## config.mk

```make
export PLATFORM = sky130hd
export DESIGN_NAME = pipe_hazard_scoreboard
export DESIGN_NICKNAME = d
export VERILOG_FILES = /design/src/rtl/pipe_hazard_scoreboard_pkg.sv /design/src/rtl/pipe_hazard_scoreboard_src_match.sv /design/src/rtl/pipe_hazard_scoreboard.sv
export SDC_FILE = /design/constraint.sdc
export NUM_CORES = 1
export LEC_CHECK = 0
export ABC_CLOCK_PERIOD_IN_PS = 2900
export BUFFER_PORTS_ARGS = -buffer_cell sky130_fd_sc_hd__buf_4
export CAP_MARGIN = 0
export CORE_UTILIZATION = 35
export DETAILED_ROUTE_END_ITERATION = 8
export GPL_TIMING_DRIVEN = 0
export HOLD_SLACK_MARGIN = 0.12
export MAX_ROUTING_LAYER = met4
export PLACE_DENSITY_LB_ADDON = 0.12
export SLEW_MARGIN = 20
export SYNTH_ARGS = -nofsm -noshare
export SYNTH_HDL_FRONTEND = slang
export SYNTH_HIERARCHICAL = 1
export SYNTH_SLANG_ARGS = --single-unit
```

## constraint.sdc

```tcl
create_clock -name clk -period 2.9 [get_ports clk]
set_input_delay 0.145 -clock clk [delete_from_list [all_inputs] [get_ports clk]]
set_output_delay 0.145 -clock clk [all_outputs]
set_load 0.02 [all_outputs]
```

## src/rtl/pipe_hazard_scoreboard_pkg.sv

```systemverilog
// Shared types for the pipeline hazard scoreboard: shadow-pipe entry, drain FSM states, and the
// forwarding select value that means "take the operand from the register file".
package pipe_hazard_pkg;

    localparam int NUM_REGS    = 8;
    localparam int REG_W       = $clog2(NUM_REGS);
    localparam int FWD_REGFILE = 0;

    typedef struct packed {
        logic             valid;
        logic             regwrt;
        logic [REG_W-1:0] wr_reg;
        logic             is_load;
        logic             halt;
    } sb_entry_t;

    typedef enum logic [1:0] {
        RUN    = 2'd0,
        DRAIN  = 2'd1,
        HALTED = 2'd2
    } sb_state_e;

endpackage

```

## src/rtl/pipe_hazard_scoreboard_src_match.sv

```systemverilog
// Per-source hazard matcher: compares one decode source register against the shadow stages that
// can still hit (WB excluded) and reports any hit, the youngest hit index and a load-use hit.
module sb_src_match
    import pipe_hazard_pkg::*;
#(
    parameter int N     = 2,
    parameter int IDX_W = 2
) (
    input  logic [N-1:0]       i_valid,
    input  logic [N-1:0]       i_regwrt,
    input  logic [N*REG_W-1:0] i_wr_reg,
    input  logic               i_load0,
    input  logic [REG_W-1:0]   i_src,
    input  logic               i_used,
    output logic               o_any_hit,
    output logic [IDX_W-1:0]   o_hit_idx,
    output logic               o_load_hit
);

    logic [N-1:0] w_hit;

    always_comb begin
        w_hit = '0;
        for (int i = 0; i < N; i++) begin
            w_hit[i] = i_used & i_valid[i] & i_regwrt[i] &
                       (i_wr_reg[i*REG_W +: REG_W] == i_src);
        end
    end

    // Scan oldest to youngest so the lowest (youngest) matching index is the one left standing.
    always_comb begin
        o_any_hit = |w_hit;
        o_hit_idx = '0;
        for (int i = N - 1; i >= 0; i--) begin
            if (w_hit[i]) begin
                o_hit_idx = IDX_W'(i);
            end
        end
    end

    assign o_load_hit = w_hit[0] & i_load0;

endmodule

```

## src/rtl/pipe_hazard_scoreboard.sv

```systemverilog
// Decode-side hazard scoreboard: DEPTH-deep shadow pipe of in-flight writes, stall/forward decisions,
// branch-flush kill and HALT drain FSM. Forwarding is built in when PIPE_HAZARD_FWD_EN is defined.
module pipe_hazard_scoreboard
    import pipe_hazard_pkg::*;
#(
    parameter  int DEPTH       = 3,
    parameter  int FLUSH_STAGE = 1,
    parameter  int CNT_W       = 16,
    localparam int SEL_W       = $clog2(DEPTH + 1)
) (
    input  logic             clk,
    input  logic             rst,
    input  logic             id_valid,
    input  logic [REG_W-1:0] id_rs_a,
    input  logic             id_rs_a_used,
    input  logic [REG_W-1:0] id_rs_b,
    input  logic             id_rs_b_used,
    input  logic             id_regwrt,
    input  logic [REG_W-1:0] id_wr_reg,
    input  logic             id_is_load,
    input  logic             id_halt,
    input  logic             flush,
    output logic             stall,
    output logic [SEL_W-1:0] fwd_a_sel,
    output logic [SEL_W-1:0] fwd_b_sel,
    output logic [SEL_W-1:0] inflight,
    output logic             halted,
    output logic [CNT_W-1:0] stall_cnt
);

    localparam int CHK   = DEPTH - 1;
    localparam int IDX_W = $clog2(DEPTH);

    sb_entry_t  r_stage [DEPTH];
    sb_entry_t  w_src   [CHK];
    sb_entry_t  w_id_entry;
    sb_state_e  r_state;
    sb_state_e  w_state_nxt;
    logic [CNT_W-1:0] r_stall_cnt;

    logic             w_issue;
    logic             w_hazard;
    logic             w_halt_killed;
    logic             w_all_empty;
    logic [CHK-1:0]       w_chk_valid;
    logic [CHK-1:0]       w_chk_regwrt;
    logic [CHK*REG_W-1:0] w_chk_wr;
    logic             w_a_any, w_b_any, w_a_load, w_b_load;
    logic [IDX_W-1:0] w_a_idx, w_b_idx;

    always_comb begin
        w_chk_valid  = '0;
        w_chk_regwrt = '0;
        w_chk_wr     = '0;
        for (int i = 0; i < CHK; i++) begin
            w_chk_valid[i]                = r_stage[i].valid;
            w_chk_regwrt[i]               = r_stage[i].regwrt;
            w_chk_wr[i*REG_W +: REG_W]    = r_stage[i].wr_reg;
        end
    end

    sb_src_match #(.N(CHK), .IDX_W(IDX_W)) u_match_a (
        .i_valid    (w_chk_valid),
        .i_regwrt   (w_chk_regwrt),
        .i_wr_reg   (w_chk_wr),
        .i_load0    (r_stage[0].is_load),
        .i_src      (id_rs_a),
        .i_used     (id_rs_a_used),
        .o_any_hit  (w_a_any),
        .o_hit_idx  (w_a_idx),
        .o_load_hit (w_a_load)
    );

    sb_src_match #(.N(CHK), .IDX_W(IDX_W)) u_match_b (
        .i_valid    (w_chk_valid),
        .i_regwrt   (w_chk_regwrt),
        .i_wr_reg   (w_chk_wr),
        .i_load0    (r_stage[0].is_load),
        .i_src      (id_rs_b),
        .i_used     (id_rs_b_used),
        .o_any_hit  (w_b_any),
        .o_hit_idx  (w_b_idx),
        .o_load_hit (w_b_load)
    );

`ifdef PIPE_HAZARD_FWD_EN
    assign w_hazard  = w_a_load | w_b_load;
    assign fwd_a_sel = w_a_any ? SEL_W'(w_a_idx) + SEL_W'(1) : SEL_W'(FWD_REGFILE);
    assign fwd_b_sel = w_b_any ? SEL_W'(w_b_idx) + SEL_W'(1) : SEL_W'(FWD_REGFILE);
`else
    logic w_unused;
    assign w_hazard  = w_a_any | w_b_any;
    assign fwd_a_sel = SEL_W'(FWD_REGFILE);
    assign fwd_b_sel = SEL_W'(FWD_REGFILE);
    assign w_unused  = ^{w_a_idx, w_b_idx, w_a_load, w_b_load};
`endif

    assign stall   = id_valid & ~flush & (w_hazard | (r_state == DRAIN));
    assign w_issue = id_valid & ~stall & ~flush & (r_state == RUN);
    assign halted  = (r_state == HALTED);
    assign stall_cnt = r_stall_cnt;

    assign w_id_entry = '{valid: 1'b1, regwrt: id_regwrt, wr_reg: id_wr_reg,
                          is_load: id_is_load, halt: id_halt};

    // Entries younger than the resolving branch are killed before they shift on.
    always_comb begin
        w_halt_killed = 1'b0;
        for (int i = 0; i < CHK; i++) begin
            w_src[i] = r_stage[i];
            if (flush && (i < FLUSH_STAGE)) begin
                w_src[i].valid = 1'b0;
                w_halt_killed  = w_halt_killed | (r_stage[i].valid & r_stage[i].halt);
            end
        end
    end

    always_comb begin
        w_all_empty = 1'b1;
        inflight    = '0;
        for (int i = 0; i < DEPTH; i++) begin
            w_all_empty = w_all_empty & ~r_stage[i].valid;
            inflight    = inflight + SEL_W'(r_stage[i].valid);
        end
    end

    always_comb begin
        w_state_nxt = r_state;
        case (r_state)
            RUN:     if (w_issue && id_halt) w_state_nxt = DRAIN;
            DRAIN:   if (w_halt_killed)      w_state_nxt = RUN;
                     else if (w_all_empty)   w_state_nxt = HALTED;
            HALTED:  w_state_nxt = HALTED;
            default: w_state_nxt = RUN;
        endcase
    end

    always_ff @(posedge clk) begin
        if (rst) begin
            for (int i = 0; i < DEPTH; i++) begin
                r_stage[i] <= '0;
            end
            r_state     <= RUN;
            r_stall_cnt <= '0;
        end else begin
            r_stage[0] <= w_issue ? w_id_entry : '0;
            for (int i = 1; i < DEPTH; i++) begin
                r_stage[i] <= w_src[i-1];
            end
            r_state <= w_state_nxt;
            if (stall && (r_state == RUN) && (r_stall_cnt != '1)) begin
                r_stall_cnt <= r_stall_cnt + 1'b1;
            end
        end
    end

endmodule
```

# Word level (Yosys, flattened, before mapping)
# Memory sizes are Yosys's and may differ from the RTL's.
# Index checks and enable logic that the tools add are counted.
[op_classes]
add_sub_neg = 3
n_mul = 0
n_div = 0
magnitude_cmp = 0
n_eq_ne = 9
n_shift = 0
mux = 13
bitwise = 30
n_reduce_logical = 7
[op_table]
columns = ["op", "n"]
rows = [
  ["$mux W7", 4],
  ["$and A1 B1 Y1", 20],
  ["$add A16 B1 Y16 const B", 1],
  ["$ne A16 B16 Y1 const B", 1],
  ["$eq A3 B3 Y1", 4],
  ["$mux W2", 3],
  ["$pmux W2 S3", 1],
  ["$mux W1", 5],
  ["$not A1 Y1", 5],
  ["$or A1 B1 Y1", 5],
  ["$reduce_or A2 Y1", 2],
  ["$logic_and A1 B1 Y1", 3],
  ["$ne A3 B3 Y1 const B", 1],
  ["$add A1 B1 Y2", 1],
  ["$add A2 B1 Y2", 1],
  ["$eq A2 B1 Y1 const B", 1],
  ["$eq A2 B2 Y1 const B", 1],
  ["$logic_not A2 Y1", 1],
  ["$ne A2 B1 Y1 const B", 1],
  ["$reduce_and A2 Y1", 1],
]
[totals]
register_bits = 18
latchBits = 0
ram_bits = 21
romBits = 0
inputBits = 18
memories = 1
[mem_list]
columns = ["memory", "depth", "word_bits", "read_ports", "rd_clocked_by_memory_dff", "write_ports", "line", "text"]
rows = [
  ["r_stage", 3, 7, 3, 0, 3, "pipe_hazard_scoreboard.sv:34", "sb_entry_t r_stage [DEPTH];"],
]

# Longest topological paths before layout
# An unclocked memory read counts as a cell.
[depth]
depth_word = 15
depth_mapped = 8

# Modules after synthesis
# The synthesis kept the hierarchy.
[by_module_without_submodules]
columns = ["module", "instances", "cells_each", "area_per_inst_um2"]
rows = [
  ["pipe_hazard_scoreboard", 1, 145, 1327.5],
  ["sb_src_match", 2, 15, 115.1],
]

# Worst setup path before layout
# No wires, ideal clock.
[synth_timing]
path_type = "register to register"
from = "memory r_stage[0][13] in the netlist's numbering"
to = "register r_stall_cnt[13] (netlist: stall_cnt[13])"
setup_ps = 70
t_arrival_ps = 2509
required_ps = 2830
slack_ps = 320
path_stages_with_launch = 9
period_less_slack_ps = 2580
cell_sequence = "dfxtp_1 -> nand3_2 -> or4_4 -> o41ai_1 -> nor2_1 -> or4_1 -> buf_2 -> or4_1 -> a21oi_1"
[synth_rtl]
columns = ["element", "line", "text"]
rows = [
  ["from (decl)", "pipe_hazard_scoreboard.sv:34", ""],
  ["to (signal assigned)", "pipe_hazard_scoreboard.sv:152", "r_stall_cnt <= r_stall_cnt + 1'b1;"],
  ["to (decl)", "pipe_hazard_scoreboard.sv:39", "logic [CNT_W-1:0] r_stall_cnt;"],
]

==> results.yml <==
power_and_ir_drop:
  irDropWorstVdd_mv: 0.2851
  p_leak_nw: 0.7530
  pwr-share-clk_pct: 38.8
  combinationalPowerShare_pct: 8.4
  pwr-share-seq_pct: 52.8
  fin_total_pwr_uw: 799.2
  p_int_uw: 617.5
  net-switching-power_uw: 181.7
  switching_share_pct: 22.73
  power_per_cell_area_mw_per_mm2: 406.9
layout:
  final_net_count: 234
  antenna_cells: 0
  area_growth_pct: 33.05
  most_frequent_cells_in_the_layout: "sky130_fd_sc_hd__buf_4, sky130_fd_sc_hd__dfxtp_1, sky130_fd_sc_hd__a21oi_1, sky130_fd_sc_hd__xor2_1, sky130_fd_sc_hd__or4_1"
  most_common_cell_after_layout_fill_and_taps_aside: "sky130_fd_sc_hd__buf_4"
  layout.core_utilization_pct: 48.76
  fraction_of_final_layout_cells_sized_beyond_drive_strength_1_pct: 25.70
status:
  outcome: "finished, final reports clean"
route:
  drt-pass1-iter-count: 4
  remaining_number_of_nets_flagged_by_the_antenna_check_after_routing: 0
  postRouteWirelength_um: 3571
  route.detailed.drc: 0
  route.detailed.wl_per_inst_um: 13.53
  vias_per_cell: 5.375
  routed_vias: 1419
  detailedRoute.firstIterationViolations: 62
global_routing:
  initial_antenna_violation_count: 0
  grt_first_pass_wirelength_um: 5865
  first_global_vias: 1308
  grt_usage_pct: 18.18
  largest_net_degree_at_the_start_of_global_routing: 11
  overflow: 0
timing:
  grt_setup_unrepaired: "no"
  slew_violations: 0
  layout_worst_path_cycle_share_pct: 92.63
  timing.clock.skew_ns: 0.006942
  slew_headroom_pct: 29.68
  total_negative_slack_ns: 0
  worst_slack_ns: 0.2138
  report.final.setup_viol: 0
  max_freq_mhz: 372.3
  min_period_ns: 2.686
  final_hold_viol_count: 0
  worst_pin_slew_ns: 1.045
flow_run:
  max_cap_viol_count: 0
clocking:
  ctsLongestPathBuffers: 2
  cts_root_buffer: "sky130_fd_sc_hd__clkbuf_8"
  cts_setup_buffers: 0
  cts_max_level: 2
  worst_skew_pair.late_latency_ns: 0.28
  clk_transition_reported_paths_ns: 0.06
  cts_inserted_buffers: 5
  clock_sink_count: 30
  cts_tree: "built"
floorplanning:
  chipWidth_um: 66.95
  floorplan.initialDensity_pct: 36.65
  core_region_area_mm2: 0.004029
  i_o_pins: 42
  fp.dieH_um: 66.95
  area_of_the_die_mm2: 0.004482
  fp-row-count: 23
yosys:
  post_synth_instance_area_mm2: 0.001476
  yosysWarnings: 6
  syn_avg_cell_area_um2: 9.058
  synthCells: 163
placed_design:
  place_ws_ns: 0.09191
  numPortBuffers: 35
  global_placer_s_final_weighted_congestion: 0.7827
  place_hpwl_um: 2662
worst_hold_path:
  whs_path_depth: 2
  hp-class: "in -> reg"
  worst_hold_startpoint: "rst"
worst_setup_path:
  ff2ff_path_depth: 8
  worstSetupPathType: "reg -> reg"
  arrival_ns: 2.89
  startpoint: "r_stage[0][9]"
  worst-path-max-fanout: 10
  critPathCaptureType: "register"
  worstPathRequired_ns: 3.10
  crit-reg2reg-launch: "r_stage[0][9]"
  worstSetupStartpointType: "register"
[metrics by stage]
stage          cell area (um^2)  hold WS (ns)  instances
6_report                   1964        0.2241        264
5_1_grt                    1964        0.2386        264
4_1_cts                    1949        0.2186        264
3_5_place_dp               1813        0.3391        251
3_3_place_gp               1813        0.3422        251
2_1_floorplan              1488        0.2211        166
[timing repair]
action                                 CTS  global route
setup endpoints to repair                0             8
hold buffers                             6             0
endpoints found under the hold margin    6             0
gates resized for setup                  0             2
[layout make-up]
class                   count  area [um^2]
well taps                  50        62.56
clock buffers               7        76.32
plain buffers              10        53.80
fillers                   408         2064
flip-flops and latches     30        601.8
inverters                   3        11.26
repair buffers             41        322.8
multi-input cells         123        835.8
[worst max-delay path: stages (launching register included)]
cell and delay [ns]:
sky130_fd_sc_hd__dfxtp_1 0.32, sky130_fd_sc_hd__xor2_1 0.15, sky130_fd_sc_hd__or4_4 0.54, sky130_fd_sc_hd__o41ai_2 0.08
sky130_fd_sc_hd__nor2_1 0.16, sky130_fd_sc_hd__or4_1 0.53, sky130_fd_sc_hd__buf_2 0.18, sky130_fd_sc_hd__or4_1 0.51
sky130_fd_sc_hd__a21oi_1 0.15
[sequential cells by signal (all words and copies together) (netlist names)]
name / count
stall_cnt: 16
r_state: 2
r_stage: 12
[power groups by stage]
stage / registers, mW / logic (mW) / clock network, mW
floorplan: 0.430 / 0.0329 / 0
global placement: 0.431 / 0.0590 / 0
detailed placement: 0.431 / 0.0604 / 0
CTS: 0.422 / 0.0671 / 0.318
global route: 0.423 / 0.0728 / 0.336
finish: 0.422 / 0.0674 / 0.310
[path summary, 6_finish.rpt]
| check | end | slack (ns) |
|---|---|---|
| max | stall_cnt[11] | 0.21 |
| max reg2reg | stall_cnt[11] | 0.21 |
| min reg2reg | r_stage[0][12] | 0.48 |
| min | r_stage[0][9] | 0.22 |
[routing by layer]
layer	GRT usage (%)	vias to the layer above	wire length, um
li1	-	698	-
met1	19.69	678	1559
met2	31.19	38	1809
met3	3.596	5	160
met4	9.574	0	42
met5	-	-	0
Power figures use the tool's default switching activity.
